==> src/rtl/uart_pkg.sv <==
// uart_pkg: shared types and constants for the uart_mmio responder.
//   - reg_off_t   : register offsets within the 4-word window
//   - ST_*        : STATUS register bit positions
//   - tx_state_t  : transmitter FSM states
//   - rx_state_t  : receiver FSM states
//   - eff_div()   : divider clamp (values below 2 behave as 2)
package uart_pkg;

  typedef enum logic [1:0] {
    REG_DATA   = 2'd0,
    REG_STATUS = 2'd1,
    REG_DIV    = 2'd2
  } reg_off_t;

  localparam int unsigned ST_TX_FULL      = 0;
  localparam int unsigned ST_TX_EMPTY     = 1;
  localparam int unsigned ST_TX_BUSY      = 2;
  localparam int unsigned ST_RX_VALID     = 3;
  localparam int unsigned ST_RX_OVERRUN   = 4;
  localparam int unsigned ST_TX_OVF       = 5;
  localparam int unsigned ST_RX_FRAME_ERR = 6;

  typedef enum logic [1:0] {TX_IDLE, TX_START, TX_DATA, TX_STOP} tx_state_t;
  typedef enum logic [1:0] {RX_IDLE, RX_START, RX_DATA, RX_STOP} rx_state_t;

  function automatic logic [15:0] eff_div(input logic [15:0] d);
    return (d < 16'd2) ? 16'd2 : d;
  endfunction

endpackage

==> src/rtl/uart_mmio_if.sv <==
// uart_mmio_if: CPU single-cycle word bus as seen by the UART responder.
//   bus_addr   : word address (CPU -> UART)
//   bus_data_w : write data    (CPU -> UART)
//   bus_mask_w : byte enables, nonzero = write (CPU -> UART)
//   bus_data_r : combinational read data (UART -> CPU)
//   hit        : address falls in the UART window (UART -> CPU)
interface uart_mmio_if;
  logic [31:0] bus_addr;
  logic [31:0] bus_data_w;
  logic [3:0]  bus_mask_w;
  logic [31:0] bus_data_r;
  logic        hit;

  modport master (output bus_addr, bus_data_w, bus_mask_w, input bus_data_r, hit);
  modport slave  (input bus_addr, bus_data_w, bus_mask_w, output bus_data_r, hit);
endinterface

==> src/rtl/byte_fifo.sv <==
// byte_fifo: synchronous byte FIFO, DEPTH entries (power of two, 2..256).
//   clock, reset_n : clock and asynchronous active-low reset
//   push, wdata    : enqueue (ignored when full)
//   pop, rdata     : dequeue; rdata shows the head entry combinationally
//   full, empty    : occupancy flags
//   count          : number of stored entries
module byte_fifo #(
  parameter int unsigned DEPTH = 16
) (
  input  logic                     clock,
  input  logic                     reset_n,
  input  logic                     push,
  input  logic [7:0]               wdata,
  input  logic                     pop,
  output logic [7:0]               rdata,
  output logic                     full,
  output logic                     empty,
  output logic [$clog2(DEPTH):0]   count
);
  localparam int unsigned AW = $clog2(DEPTH);
  localparam int unsigned CW = AW + 1;

  logic [7:0]    mem_q [DEPTH];
  logic [AW-1:0] wr_ptr_q, wr_ptr_d, rd_ptr_q, rd_ptr_d;
  logic [CW-1:0] count_q, count_d;
  logic          do_push, do_pop;

  assign full    = (count_q == CW'(DEPTH));
  assign empty   = (count_q == '0);
  assign count   = count_q;
  assign rdata   = mem_q[rd_ptr_q];
  assign do_push = push && !full;
  assign do_pop  = pop && !empty;

  always_comb begin
    wr_ptr_d = wr_ptr_q + AW'(do_push);
    rd_ptr_d = rd_ptr_q + AW'(do_pop);
    count_d  = count_q + CW'(do_push) - CW'(do_pop);
  end

  always_ff @(posedge clock or negedge reset_n) begin
    if (!reset_n) begin
      wr_ptr_q <= '0;
      rd_ptr_q <= '0;
      count_q  <= '0;
    end else begin
      wr_ptr_q <= wr_ptr_d;
      rd_ptr_q <= rd_ptr_d;
      count_q  <= count_d;
    end
  end

  always_ff @(posedge clock) begin
    if (do_push) mem_q[wr_ptr_q] <= wdata;
  end

endmodule

==> src/rtl/uart_mmio.sv <==
// uart_mmio: memory-mapped UART on the CPU word bus.
//   Window of 4 words at BASE: 0 DATA, 1 STATUS, 2 DIV, 3 reserved.
//   Ports:
//     clock, reset_n : clock, asynchronous active-low reset
//     bus            : uart_mmio_if.slave (addr/data/mask in, data_r/hit out)
//     tx             : 8N1 serial output, idle high
//     rx             : serial input (asynchronous), used only with UART_RX_EN
//   Build option: define UART_RX_EN to include the receiver; otherwise rx is
//   ignored and RX status/data read as zero.
module uart_mmio
  import uart_pkg::*;
#(
  parameter logic [31:0] BASE       = 32'h4000_0000,
  parameter int unsigned CLOCK_DIV  = 868,
  parameter int unsigned FIFO_DEPTH = 16
) (
  input  logic       clock,
  input  logic       reset_n,
  uart_mmio_if.slave bus,
  output logic       tx,
  input  logic       rx
);
  localparam int unsigned CW = $clog2(FIFO_DEPTH) + 1;

  // ---------------- bus decode ----------------
  logic hit_w, wr_en, wr_data, wr_status, wr_div;
  assign hit_w     = (bus.bus_addr[31:2] == BASE[31:2]);
  assign bus.hit   = hit_w;
  assign wr_en     = hit_w && (bus.bus_mask_w != 4'b0000);
  assign wr_data   = wr_en && (bus.bus_addr[1:0] == REG_DATA);
  assign wr_status = wr_en && (bus.bus_addr[1:0] == REG_STATUS) && bus.bus_mask_w[0];
  assign wr_div    = wr_en && (bus.bus_addr[1:0] == REG_DIV);

  // ---------------- DIV register ----------------
  logic [15:0] div_q, div_d, bit_len;
  assign bit_len = eff_div(div_q) - 16'd1;

  always_comb begin
    div_d = div_q;
    if (wr_div && bus.bus_mask_w[0]) div_d[7:0]  = bus.bus_data_w[7:0];
    if (wr_div && bus.bus_mask_w[1]) div_d[15:8] = bus.bus_data_w[15:8];
  end

  // ---------------- TX FIFO ----------------
  logic          fifo_push, fifo_pop, fifo_full, fifo_empty;
  logic [7:0]    fifo_rdata;
  logic [CW-1:0] fifo_count;
  logic [8:0]    count_ext;
  logic          tx_ovf_q, tx_ovf_d;

  assign fifo_push = wr_data && bus.bus_mask_w[0];
  assign count_ext = 9'(fifo_count);

  byte_fifo #(.DEPTH(FIFO_DEPTH)) u_fifo (
    .clock   (clock),
    .reset_n (reset_n),
    .push    (fifo_push),
    .wdata   (bus.bus_data_w[7:0]),
    .pop     (fifo_pop),
    .rdata   (fifo_rdata),
    .full    (fifo_full),
    .empty   (fifo_empty),
    .count   (fifo_count)
  );

  always_comb begin
    tx_ovf_d = tx_ovf_q;
    if (wr_status && bus.bus_data_w[ST_TX_OVF]) tx_ovf_d = 1'b0;
    // full is sampled before this cycle's pop, so a push racing a pop still drops
    if (fifo_push && fifo_full) tx_ovf_d = 1'b1;
  end

  // ---------------- TX serializer ----------------
  tx_state_t   tx_state_q, tx_state_d;
  logic [15:0] tx_cnt_q, tx_cnt_d;
  logic [2:0]  tx_bit_q, tx_bit_d;
  logic [7:0]  tx_shift_q, tx_shift_d;
  logic        tx_q, tx_d;

  assign tx = tx_q;

  always_comb begin
    tx_state_d = tx_state_q;
    tx_cnt_d   = tx_cnt_q;
    tx_bit_d   = tx_bit_q;
    tx_shift_d = tx_shift_q;
    tx_d       = tx_q;
    fifo_pop   = 1'b0;
    unique case (tx_state_q)
      TX_IDLE: begin
        tx_d = 1'b1;
        if (!fifo_empty) begin
          fifo_pop   = 1'b1;
          tx_shift_d = fifo_rdata;
          tx_cnt_d   = bit_len;
          tx_d       = 1'b0;
          tx_state_d = TX_START;
        end
      end
      TX_START: begin
        if (tx_cnt_q == '0) begin
          tx_cnt_d   = bit_len;
          tx_bit_d   = '0;
          tx_d       = tx_shift_q[0];
          tx_state_d = TX_DATA;
        end else begin
          tx_cnt_d = tx_cnt_q - 16'd1;
        end
      end
      TX_DATA: begin
        if (tx_cnt_q == '0) begin
          tx_cnt_d = bit_len;
          if (tx_bit_q == 3'd7) begin
            tx_d       = 1'b1;
            tx_state_d = TX_STOP;
          end else begin
            tx_bit_d   = tx_bit_q + 3'd1;
            tx_shift_d = {1'b0, tx_shift_q[7:1]};
            tx_d       = tx_shift_q[1];
          end
        end else begin
          tx_cnt_d = tx_cnt_q - 16'd1;
        end
      end
      TX_STOP: begin
        if (tx_cnt_q == '0) begin
          if (!fifo_empty) begin
            // chain straight into the next start bit
            fifo_pop   = 1'b1;
            tx_shift_d = fifo_rdata;
            tx_cnt_d   = bit_len;
            tx_d       = 1'b0;
            tx_state_d = TX_START;
          end else begin
            tx_d       = 1'b1;
            tx_state_d = TX_IDLE;
          end
        end else begin
          tx_cnt_d = tx_cnt_q - 16'd1;
        end
      end
      default: tx_state_d = TX_IDLE;
    endcase
  end

  always_ff @(posedge clock or negedge reset_n) begin
    if (!reset_n) begin
      div_q      <= 16'(CLOCK_DIV);
      tx_ovf_q   <= 1'b0;
      tx_state_q <= TX_IDLE;
      tx_cnt_q   <= '0;
      tx_bit_q   <= '0;
      tx_shift_q <= '0;
      tx_q       <= 1'b1;
    end else begin
      div_q      <= div_d;
      tx_ovf_q   <= tx_ovf_d;
      tx_state_q <= tx_state_d;
      tx_cnt_q   <= tx_cnt_d;
      tx_bit_q   <= tx_bit_d;
      tx_shift_q <= tx_shift_d;
      tx_q       <= tx_d;
    end
  end

  // ---------------- RX ----------------
  logic       rx_valid, rx_overrun, rx_frame_err;
  logic [7:0] rx_byte;
  logic       unused_ok;

`ifdef UART_RX_EN
  rx_state_t   rx_state_q, rx_state_d;
  logic [15:0] rx_cnt_q, rx_cnt_d;
  logic [2:0]  rx_bit_q, rx_bit_d;
  logic [7:0]  rx_shift_q, rx_shift_d, rx_byte_q, rx_byte_d;
  logic        rx_valid_q, rx_valid_d, rx_overrun_q, rx_overrun_d;
  logic        rx_frame_err_q, rx_frame_err_d;
  logic        rx_s1_q, rx_s2_q, rx_prev_q;
  logic        valid_after_pop;

  assign rx_valid     = rx_valid_q;
  assign rx_overrun   = rx_overrun_q;
  assign rx_frame_err = rx_frame_err_q;
  assign rx_byte      = rx_byte_q;
  assign unused_ok    = ^{bus.bus_data_w[31:16], count_ext[8]};

  always_comb begin
    rx_state_d     = rx_state_q;
    rx_cnt_d       = rx_cnt_q;
    rx_bit_d       = rx_bit_q;
    rx_shift_d     = rx_shift_q;
    rx_byte_d      = rx_byte_q;
    // a same-cycle pop frees the holding register before a completing frame lands
    valid_after_pop = rx_valid_q && !(wr_status && bus.bus_data_w[ST_RX_VALID]);
    rx_valid_d     = valid_after_pop;
    rx_overrun_d   = rx_overrun_q && !(wr_status && bus.bus_data_w[ST_RX_OVERRUN]);
    rx_frame_err_d = rx_frame_err_q && !(wr_status && bus.bus_data_w[ST_RX_FRAME_ERR]);
    unique case (rx_state_q)
      RX_IDLE: begin
        if (rx_prev_q && !rx_s2_q) begin
          rx_cnt_d   = (eff_div(div_q) >> 1) - 16'd1;
          rx_state_d = RX_START;
        end
      end
      RX_START: begin
        if (rx_cnt_q == '0) begin
          if (rx_s2_q) begin
            rx_state_d = RX_IDLE;
          end else begin
            rx_cnt_d   = bit_len;
            rx_bit_d   = '0;
            rx_state_d = RX_DATA;
          end
        end else begin
          rx_cnt_d = rx_cnt_q - 16'd1;
        end
      end
      RX_DATA: begin
        if (rx_cnt_q == '0) begin
          rx_shift_d = {rx_s2_q, rx_shift_q[7:1]};
          rx_cnt_d   = bit_len;
          if (rx_bit_q == 3'd7) rx_state_d = RX_STOP;
          else                  rx_bit_d   = rx_bit_q + 3'd1;
        end else begin
          rx_cnt_d = rx_cnt_q - 16'd1;
        end
      end
      RX_STOP: begin
        if (rx_cnt_q == '0) begin
          rx_state_d = RX_IDLE;
          if (!rx_s2_q) begin
            rx_frame_err_d = 1'b1;
          end else if (valid_after_pop) begin
            rx_overrun_d = 1'b1;
          end else begin
            rx_byte_d  = rx_shift_q;
            rx_valid_d = 1'b1;
          end
        end else begin
          rx_cnt_d = rx_cnt_q - 16'd1;
        end
      end
      default: rx_state_d = RX_IDLE;
    endcase
  end

  always_ff @(posedge clock or negedge reset_n) begin
    if (!reset_n) begin
      rx_s1_q        <= 1'b1;
      rx_s2_q        <= 1'b1;
      rx_prev_q      <= 1'b1;
      rx_state_q     <= RX_IDLE;
      rx_cnt_q       <= '0;
      rx_bit_q       <= '0;
      rx_shift_q     <= '0;
      rx_byte_q      <= '0;
      rx_valid_q     <= 1'b0;
      rx_overrun_q   <= 1'b0;
      rx_frame_err_q <= 1'b0;
    end else begin
      rx_s1_q        <= rx;
      rx_s2_q        <= rx_s1_q;
      rx_prev_q      <= rx_s2_q;
      rx_state_q     <= rx_state_d;
      rx_cnt_q       <= rx_cnt_d;
      rx_bit_q       <= rx_bit_d;
      rx_shift_q     <= rx_shift_d;
      rx_byte_q      <= rx_byte_d;
      rx_valid_q     <= rx_valid_d;
      rx_overrun_q   <= rx_overrun_d;
      rx_frame_err_q <= rx_frame_err_d;
    end
  end
`else
  assign rx_valid     = 1'b0;
  assign rx_overrun   = 1'b0;
  assign rx_frame_err = 1'b0;
  assign rx_byte      = '0;
  assign unused_ok    = ^{bus.bus_data_w[31:16], count_ext[8], rx};
`endif

  // ---------------- read mux ----------------
  always_comb begin
    bus.bus_data_r = '0;
    if (hit_w) begin
      case (bus.bus_addr[1:0])
        REG_DATA:   bus.bus_data_r = {23'b0, rx_valid, rx_byte};
        REG_STATUS: begin
          bus.bus_data_r[ST_TX_FULL]      = fifo_full;
          bus.bus_data_r[ST_TX_EMPTY]     = fifo_empty;
          bus.bus_data_r[ST_TX_BUSY]      = (tx_state_q != TX_IDLE);
          bus.bus_data_r[ST_RX_VALID]     = rx_valid;
          bus.bus_data_r[ST_RX_OVERRUN]   = rx_overrun;
          bus.bus_data_r[ST_TX_OVF]       = tx_ovf_q;
          bus.bus_data_r[ST_RX_FRAME_ERR] = rx_frame_err;
          bus.bus_data_r[15:8]            = count_ext[7:0];
        end
        REG_DIV:    bus.bus_data_r = {16'b0, div_q};
        default:    bus.bus_data_r = '0;
      endcase
    end
  end

endmodule

==> src/flat_wrapper.sv <==
// flat-port wrapper written by rule: the top's interface ports become plain ports
module uart_mmio_flat import uart_pkg::*;
#(
  parameter logic [31:0] BASE       = 32'h4000_0000,
  parameter int unsigned CLOCK_DIV  = 868,
  parameter int unsigned FIFO_DEPTH = 16
)
  (clock, reset_n, tx, rx, bus_bus_addr, bus_bus_data_w, bus_bus_mask_w, bus_bus_data_r, bus_hit);
  uart_mmio_if bus_i ();
  input  logic clock;
  input  logic reset_n;
  output logic tx;
  input  logic rx;
  input wire logic [$bits(bus_i.bus_addr)-1:0] bus_bus_addr;
  input wire logic [$bits(bus_i.bus_data_w)-1:0] bus_bus_data_w;
  input wire logic [$bits(bus_i.bus_mask_w)-1:0] bus_bus_mask_w;
  output wire logic [$bits(bus_i.bus_data_r)-1:0] bus_bus_data_r;
  output wire logic [$bits(bus_i.hit)-1:0] bus_hit;
  assign bus_i.bus_addr = bus_bus_addr;
  assign bus_i.bus_data_w = bus_bus_data_w;
  assign bus_i.bus_mask_w = bus_bus_mask_w;
  assign bus_bus_data_r = bus_i.bus_data_r;
  assign bus_hit = bus_i.hit;
  uart_mmio #(.BASE(BASE), .CLOCK_DIV(CLOCK_DIV), .FIFO_DEPTH(FIFO_DEPTH)) u_core (.clock(clock), .reset_n(reset_n), .bus(bus_i), .tx(tx), .rx(rx));
endmodule
==> config.mk <==
export PLATFORM = sky130hd
export DESIGN_NAME = uart_mmio_flat
export DESIGN_NICKNAME = d
export VERILOG_FILES = /design/src/rtl/uart_pkg.sv /design/src/rtl/uart_mmio_if.sv /design/src/rtl/byte_fifo.sv /design/src/rtl/uart_mmio.sv /design/src/flat_wrapper.sv
export SDC_FILE = /design/constraint.sdc
export NUM_CORES = 1
export LEC_CHECK = 0
export BUFFER_PORTS_ARGS = -buffer_cell sky130_fd_sc_hd__buf_2
export CORE_ASPECT_RATIO = 0.75
export CORE_UTILIZATION = 45
export DETAILED_ROUTE_END_ITERATION = 10
export PLACE_DENSITY_LB_ADDON = 0.1
export SYNTH_ARGS = -nofsm -noshare
export SYNTH_HDL_FRONTEND = slang
export SYNTH_SLANG_ARGS = --single-unit
==> constraint.sdc <==
create_clock -name clock -period 6.45 [get_ports clock]
set_input_delay 0.645 -clock clock [delete_from_list [all_inputs] [get_ports clock]]
set_output_delay 0.645 -clock clock [all_outputs]
set_load 0.01 [all_outputs]
==> summary.md, run 1 <==
| Metric | Value |
|---|---|
| Critical path peak fanout | `12` |
| Failing checks | `DRC` |
| Initial antenna violation count | `0` |
| TNS Setup | `0 ps` |
| Clk_lat worst skew | `440 ps` |
| RSZ-0062 raised after global routing | `false` |
| # IOs | `105` |
| Worst reg2reg startpoint | `u_core.tx_cnt_q[0]` |
| Drc violations | `5` |
| Sequential-to-total area share from yosys stat | `0.590` |
| Die width | `166 um` |
| Fin. max-slew vios | `0` |
| CP Class | `reg2reg` |
| Hold buffer count at CTS | `0` |
| Kind of end point of the critical path | `flip-flop` |
| Critical Path Slowest Stage Cell | `nor4_4` |
| Drt initial violations | `581` |
| DIE AREA | `20700 um2` |
| Status | `finished with violations` |
| Remaining Overflow, GRT | `0` |
| Mapped Area | `9070 um2` |
| Clock Skew | `16.0 ps` |
| CTS max path bufs | `2` |
| #FFs+latches synth | `188` |
| Worst path most repeated cell | `inv_1` |
| CTS Root Buffer Type | `clkbuf_16` |
| DR vias | `6005` |
| Area Overhead vs Synth | `12.5%` |
| Worst slew pin tran | `1070 ps` |
| Worst R2R Path Depth | `16` |
| Tot GR Track Use | `0.209` |
| Crit path cell chain | `inv_1 -> ha_1 -> nand3_1 -> nor4_4 -> nand2_1 -> a21boi_1 -> ha_1 -> inv_1 -> ha_1 -> inv_1 -> fa_1 -> inv_1 -> a21oi_1 -> nor2_1 -> nor2_1 -> xnor2_1` |
| Post-detail-place hpwl | `about 14000 um` |
| Min cycle time layout | `4040 ps` |
| CP delay by family, top | `simple AND/OR/NAND/NOR gates` |
| Ant. Diodes | `0` |
| Max Freq | `between 200 and 250 MHz` |
| Final Hold Fails | `0` |
| Detail Route Antenna Nets | `0` |
| Critical Path RT | `6770 ps` |
| Period utilization | `0.627` |
| Max cap viols | `0` |
| Clk slew on worst S/H paths | `around 80 ps` |
| Drt pass-1 iters | `8` |
| CP Data Arrival Time | `4370 ps` |
| CORE AREA | `19500 um2` |
| Post-layout nets | `858` |
| # setup viols final | `0` |
| Die Height | `between 100 and 150 um` |
| H-Tree Depth | `4` |
| Worst VDD drop | `193 uV` |
| WP buf/inv | `4` |
| Layout cells sized above 1 | `0.208` |
| Crit Reg-Reg Endpoint | `u_core.u_fifo.count[4]` |
| Drt via density | `between 5 and 6` |
| Startpoint Class | `flip-flop` |
| Clock tree from TritonCTS | `yes` |
| Port bufs | `69` |
| Share of flip-flops with an asynchronous set or reset | `0.319` |
| Type of the worst min-delay path | `in2async` |
| Setup Fix Bufs, Post-CTS | `0` |
| Peak per-stage delay on the critical path | `670 ps` |
| Post-CTS resize count | `0` |
| Routed WL | `20500 um` |
| CTS buffer count | `17` |
| Final Wtd Congestion | `0.836` |
| Count of cell types in the netlist | `62` |
| Sink Count | `188` |
| PwrDens | `between 200 and 250 nW/um2` |
| Number of synthesized flops with an enable pin | `around 130` |
| Cell Rows | `44` |
| Wire length of the first global-routing pass | `33000 um` |
| Starting Density | `0.464` |
| Largest net degree at the start of global routing | `61` |
| Leakage power | `between 4 and 5 nW` |
| Syn avg cell area | `12.9 um2` |
| Slew HR | `0.288` |
| Vias in the first global route | `5844` |
| Total power | `2.45 mW` |
| Drt wl/cell | `20.0 um` |
| Ys flop type | `edfxtp_1` |
| Yosys warns | `0` |
| Synth Instances | `702` |
| Flop2flop setup slack | `2410 ps` |
## how the worst max path moves through the flow
stage,to,cells past startpoint,from
after floorplan,u_core.u_fifo.count[4],16,u_core.tx_cnt_q[8]
after global placement,u_core.u_fifo.count[4],15,u_core.tx_cnt_q[8]
after detailed placement,u_core.u_fifo.count[4],15,u_core.tx_cnt_q[8]
after CTS,u_core.u_fifo.count[4],15,u_core.tx_cnt_q[8]
after global routing,u_core.u_fifo.count[4],16,u_core.tx_cnt_q[0]
final,u_core.u_fifo.count[4],16,u_core.tx_cnt_q[0]
## cells in the mapped netlist (3+ instances only)
library cell,count,share of area
a211oi_1,3,0.0025
a21o_1,4,0.0033
a21oi_1,24,0.013
a221o_1,9,0.0099
a221oi_1,10,0.0097
a22oi_1,22,0.018
and3_1,9,0.0062
buf_2,7,0.0039
buf_4,17,0.014
clkbuf_1,24,0.0099
dfrtp_1,54,0.15
dfstp_2,6,0.017
edfxtp_1,128,0.42
ha_1,23,0.032
inv_1,21,0.0087
mux2_2,18,0.022
mux2i_1,29,0.032
mux4_2,18,0.045
nand2_1,36,0.015
nand2b_1,5,0.0034
nand3_1,9,0.0050
nand3b_1,3,0.0025
nand4_1,8,0.0055
nand4b_1,3,0.0029
nor2_1,62,0.026
nor2b_1,4,0.0028
nor3_1,20,0.011
nor4_1,10,0.0069
o211ai_1,5,0.0041
o21ai_0,15,0.0083
o21ai_1,7,0.0039
o22ai_1,11,0.0076
o31ai_1,6,0.0050
or2_2,3,0.0021
or3_1,3,0.0021
or4_1,5,0.0041
xnor2_1,19,0.018
xor2_1,11,0.011
## cell families (layout without fill, tap and decap cells)
group / count (synthesis) / after routing / share of synthesized area
muxes: 65 / 65 / 0.0990
adders and majority gates: 24 / 24 / 0.0339
xor gates and xnor gates: 30 / 30 / 0.0290
and+or+nand+nor: 194 / 194 / 0.113
AOI/OAI and AO/OA: 129 / 129 / 0.0972
buffers and inverters: 71 / 129 / 0.0374
other: 1 / 16 / 0.000413
DFF: 188 / 188 / 0.590
## stage by stage
step / utilization / setup WS (ps) / area, um2 / hold slack (ps) / std cells
final: 0.522 / 2410 / 10200 / 363 / 1028
after global routing: 0.522 / 2210 / 10200 / 426 / 1028
after CTS: 0.522 / 2480 / 10200 / 411 / 1028
after detailed placement: 0.491 / 2500 / 9600 / 467 / 997
after global placement: 0.491 / 2520 / 9600 / 453 / 997
after floorplan: - / 3280 / 9130 / 349 / 717
## cell usage in the layout, fill, tap and decap left out, types with 18 or more instances in the layout
| cell type | instances |
|---|---|
| inv_1 | 21 |
| nor2_1 | 62 |
| a22oi_1 | 22 |
| nor3_1 | 20 |
| nand2_1 | 36 |
| xnor2_1 | 19 |
| mux2i_1 | 29 |
| mux2_2 | 18 |
| mux4_2 | 18 |
| ha_1 | 23 |
| a21oi_1 | 24 |
| edfxtp_1 | 128 |
| dfrtp_1 | 53 |
| buf_2 | 69 |
## layer usage
metal | wire length (um) | up-vias | global-route usage
li1 | - | 2765 | -
met1 | 9850 | 2992 | 0.315
met2 | 9060 | 224 | 0.306
met3 | 1360 | 24 | 0.0478
met4 | 272 | 0 | 0.0550
met5 | 0 | - | 0
## layout make-up
class                           instances  area, um2
Clock buffer                           18        429
Clock inverter                         13        180
Fill cell                            1676       9340
Inverter                               21       78.8
Multi-Input combinational cell        458       3440
Sequential cell                       188       5350
Tap cell                              253        317
Timing Repair Buffer                   77        405
## power by group
group          leakage, nW  switching [mW]  internal [mW]  total (mW)
logic                 1.95          0.0409         0.0182      0.0591
registers             1.91         0.00168           1.29        1.29
clock network        0.298           0.479          0.621        1.10
total                 4.16           0.522           1.93        2.45
## worst register-to-register path: cells and delay by family, from the launching register on
kind                     cells  cell delay (ps)
adder cells (fa/ha/maj)      4             1150
AO/OA/AOI/OAI                2              530
AND/OR/NAND/NOR              5             1330
buffers and inverters        4              310
XOR/XNOR                     1              120
flip-flops                   1              480
## sequential cells by signal (all words and copies together), names as in the netlist
name	count
u_core.tx	1
u_core.u_fifo.rd_ptr_q	4
u_core.u_fifo.wr_ptr_q	4
u_core.tx_state_q	2
u_core.tx_cnt_q	16
u_core.div_q	16
u_core.tx_ovf_q	1
u_core.tx_shift_q	8
u_core.u_fifo.count	5
u_core.u_fifo.mem_q	128
u_core.tx_bit_q	3
No activity file was read; power rests on OpenSTA's default activity.
==> run 2: changes to the inputs <==
--- a/config.mk
+++ b/config.mk
@@ -5,6 +5,7 @@
 export SDC_FILE = /design/constraint.sdc
 export NUM_CORES = 1
 export LEC_CHECK = 0
+export ABC_AREA = 1
 export BUFFER_PORTS_ARGS = -buffer_cell sky130_fd_sc_hd__buf_2
 export CORE_ASPECT_RATIO = 0.75
 export CORE_UTILIZATION = 45
==> constraint.sdc (replaced) <==
create_clock -name clock -period 4.22 [get_ports clock]
set_input_delay 0.422 -clock clock [delete_from_list [all_inputs] [get_ports clock]]
set_output_delay 0.422 -clock clock [all_outputs]
set_load 0.01 [all_outputs]
==> run 2 against run 1 <==
Effect of this change: the flow now finishes without violations; largest cell class unchanged; area after synthesis up 3.9%; non-clock buffer count shrank 1; clock power is 55% higher; largest power group unchanged; highest routed layer unchanged.
==> summary.md, run 2 <==
| Metric | Value |
|---|---|
| CTS buffer count | `17` |
| Reg area | `about 5400 um2` |
| Drt initial violations | `around 520` |
| Startpoint Class | `flip-flop` |
| Die Height | `roughly 130 um` |
| Worst VDD drop | `340 uV` |
| Starting Density | `0.462` |
| Synth top area share | `0.408` |
| DIE AREA | `21500 um2` |
| Routed WL | `22400 um` |
| Min Hold Slack | `104 ps` |
| Kind of end point of the critical path | `flip-flop` |
| Area Overhead vs Synth | `12.4%` |
| Drt wl/cell | `between 15 and 20 um` |
| Clock tree from TritonCTS | `yes` |
| Fin. max-slew vios | `0` |
| CP delay by family, top | `adder cells` |
| CP Data Arrival Time | `3750 ps` |
| Status | `finished clean` |
| # setup viols final | `0` |
| Vias in the first global route | `6316` |
| Syn avg cell area | `9.57 um2` |
| Leakage power | `approximately 4.3 nW` |
| TNS Setup | `0 ps` |
| Slew HR | `0.409` |
| Final Wtd Congestion | `0.813` |
| CP Class | `reg2reg` |
| Synth Instances | `985` |
| H-Tree Depth | `4` |
| Initial antenna violation count | `1` |
| Largest net degree at the start of global routing | `72` |
| Clk slew on worst S/H paths | `70 ps` |
| Post-CTS resize count | `0` |
| Worst R2R Path Depth | `17` |
| Synth cell count leaders | `nand2_1, edfxtp_1, nor2_1` |
| Count of cell types in the netlist | `49` |
| DR vias | `6936` |
| CTS Root Buffer Type | `clkbuf_16` |
| Flip-flop count of the largest register after layout | `128` |
| Wire length of the first global-routing pass | `35500 um` |
| Max cap viols | `0` |
| Top cells by area, synth | `edfxtp_1, dfrtp_1, nand2_1, nor2_1, ha_1` |
| Leading cell type in the layout, fill and taps excluded | `nand2_1` |
| Clk_lat worst skew | `440 ps` |
| Top cell type by total area after synthesis | `edfxtp_1` |
| Most flops, register | `u_core.u_fifo.mem_q` |
| Mapped Area | `~9400 um2` |
| Cell Rows | `45` |
| Most common cell in the netlist | `nand2_1` |
| Period utilization | `0.802` |
| Worst slew pin tran | `a little under 900 ps` |
| Layout cells sized above 1 | `0.140` |
| CORE AREA | `20400 um2` |
| Drc violations | `0` |
| Die width | `169 um` |
| Clock Skew | `13.5 ps` |
| Fill cells | `1895` |
| Sink Count | `between 150 and 200` |
| Ys flop type | `edfxtp_1` |
| # IOs | `105` |
| Drt pass-1 iters | `5` |
| Hold buffer count at CTS | `0` |
| Type of the worst min-delay path | `in2async` |
| RSZ-0062 raised after global routing | `false` |
| Share of flip-flops with an asynchronous set or reset | `0.319` |
| Post-layout nets | `1139` |
| Sequential-to-total area share from yosys stat | `0.568` |
| Most frequent cells in the layout | `nand2_1, edfxtp_1, nor2_1` |
| Yosys warns | `0` |
| Critical path peak fanout | `13` |
| CTS max path bufs | `2` |
| Number of synthesized flops with an enable pin | `between 100 and 150` |
| Top Registers | `u_core.u_fifo.mem_q: 128 flops, u_core.div_q: 16 flops, u_core.tx_cnt_q: 16 flops` |
| Ant. Diodes | `0` |
| Min cycle time layout | `3390 ps` |
| Crit path cell chain | `inv_1 -> ha_1 -> nand2_2 -> nor2_4 -> nand4_4 -> nor2_4 -> nand2_4 -> clkinv_4 -> nand2_1 -> a21oi_1 -> ha_1 -> inv_1 -> ha_1 -> inv_1 -> fa_1 -> o21ai_0 -> xor2_1` |
| WP buf/inv | `4` |
| Max Freq | `295 MHz` |
| Port bufs | `69` |
| Remaining Overflow, GRT | `0` |
| Drt via density | `5.18` |
| PwrDens | `373 nW/um2` |
| Critical Path Slowest Stage Cell | `dfrtp_1` |
| Multi-input gate area | `3580 um2` |
| Critical Path RT | `4580 ps` |
| #FFs+latches synth | `188` |
| Setup Fix Bufs, Post-CTS | `0` |
| Peak per-stage delay on the critical path | `410 ps` |
| Instance count on the critical path | `17` |
| Detail Route Antenna Nets | `0` |
| Final Hold Fails | `0` |
| Tot GR Track Use | `0.219` |
| Post-detail-place hpwl | `15200 um` |
[run 2: cell types whose count changed after synthesis, moves of 18 or more]
cell | before | now
nand2_1 | 36 | 211
nor2_1 | 62 | 126
nand3_1 | 9 | 56
o21ai_0 | 15 | 57
inv_1 | 21 | 62
o21ai_1 | 7 | 48
mux2i_1 | 29 | 1
a22oi_1 | 22 | 1
mux4_2 | 18 | 0
[run 2: cell type report]
class,count,area share
clock buffers,17,0.0401
inverters,72,0.0260
well taps,282,0.0333
clock inverters,15,0.0200
repair buffers,76,0.0375
flip-flops and latches,188,0.505
multi-input cells,689,0.338
[run 2: cell families (layout without fill, tap and decap cells)]
family / after synthesis / after routing / synth area share
mux: 17 / 17 / 0.0202
simple gates: 425 / 425 / 0.190
other cells: 1 / 16 / 0.000398
xor+xnor: 23 / 23 / 0.0214
compound gates: 184 / 184 / 0.109
flops: 188 / 188 / 0.568
buf+inv: 123 / 180 / 0.0582
fa+ha+maj: 24 / 24 / 0.0327
[run 2: worst paths after layout]
| check | startpoint | end | slack, ps |
|---|---|---|---|
| hold / removal | reset_n | u_core.tx_cnt_q[11] | 100 |
| setup / recovery | u_core.tx_cnt_q[0] | u_core.u_fifo.count[4] | 830 |
| hold reg to reg | u_core.tx_shift_q[6] | u_core.tx_shift_q[6] | 500 |
| max in group asynchronous | reset_n | u_core.div_q[5] | 3190 |
| min in group clock | bus_bus_data_w[15] | u_core.div_q[15] | 220 |
| setup reg to reg | u_core.tx_cnt_q[0] | u_core.u_fifo.count[4] | 830 |
[run 2: worst register-to-register path, stage by stage, from the launching register on]
cell	delay, ps
dfrtp_1	410
inv_1	130
ha_1	240
nand2_2	100
nor2_4	190
nand4_4	110
nor2_4	190
nand2_4	120
clkinv_4	140
nand2_1	70
a21oi_1	290
ha_1	290
inv_1	60
ha_1	160
inv_1	50
fa_1	390
o21ai_0	220
xor2_1	160
[run 2: through the flow]
step	utilization	cells	setup WS (ps)	power (mW)	area, um2
final	0.520	1339	835	3.96	10600
after global routing	0.520	1339	591	4.08	10600
after CTS	0.520	1339	823	3.98	10600
after detailed placement	0.489	1307	857	2.28	9960
after global placement	0.489	1307	853	2.28	9960
after floorplan	-	1000	1240	2.17	9480
[run 2: report_power, final]
| group | total (mW) | internal, mW | switching [mW] |
|---|---|---|---|
| Sequential | 2.04 | 2.01 | 0.0319 |
| Combinational | 0.205 | 0.0627 | 0.142 |
| Clock | 1.71 | 0.918 | 0.796 |
| Total | 3.96 | 2.99 | 0.970 |
[run 2: routing by layer]
| metal | routed length (um) | vias up | track usage |
|---|---|---|---|
| li1 | - | 3455 | - |
| met1 | 11900 | 3249 | 0.359 |
| met2 | 9120 | 218 | 0.302 |
| met3 | 1210 | 14 | 0.0319 |
| met4 | 173 | 0 | 0.0456 |
| met5 | 0 | - | 0 |
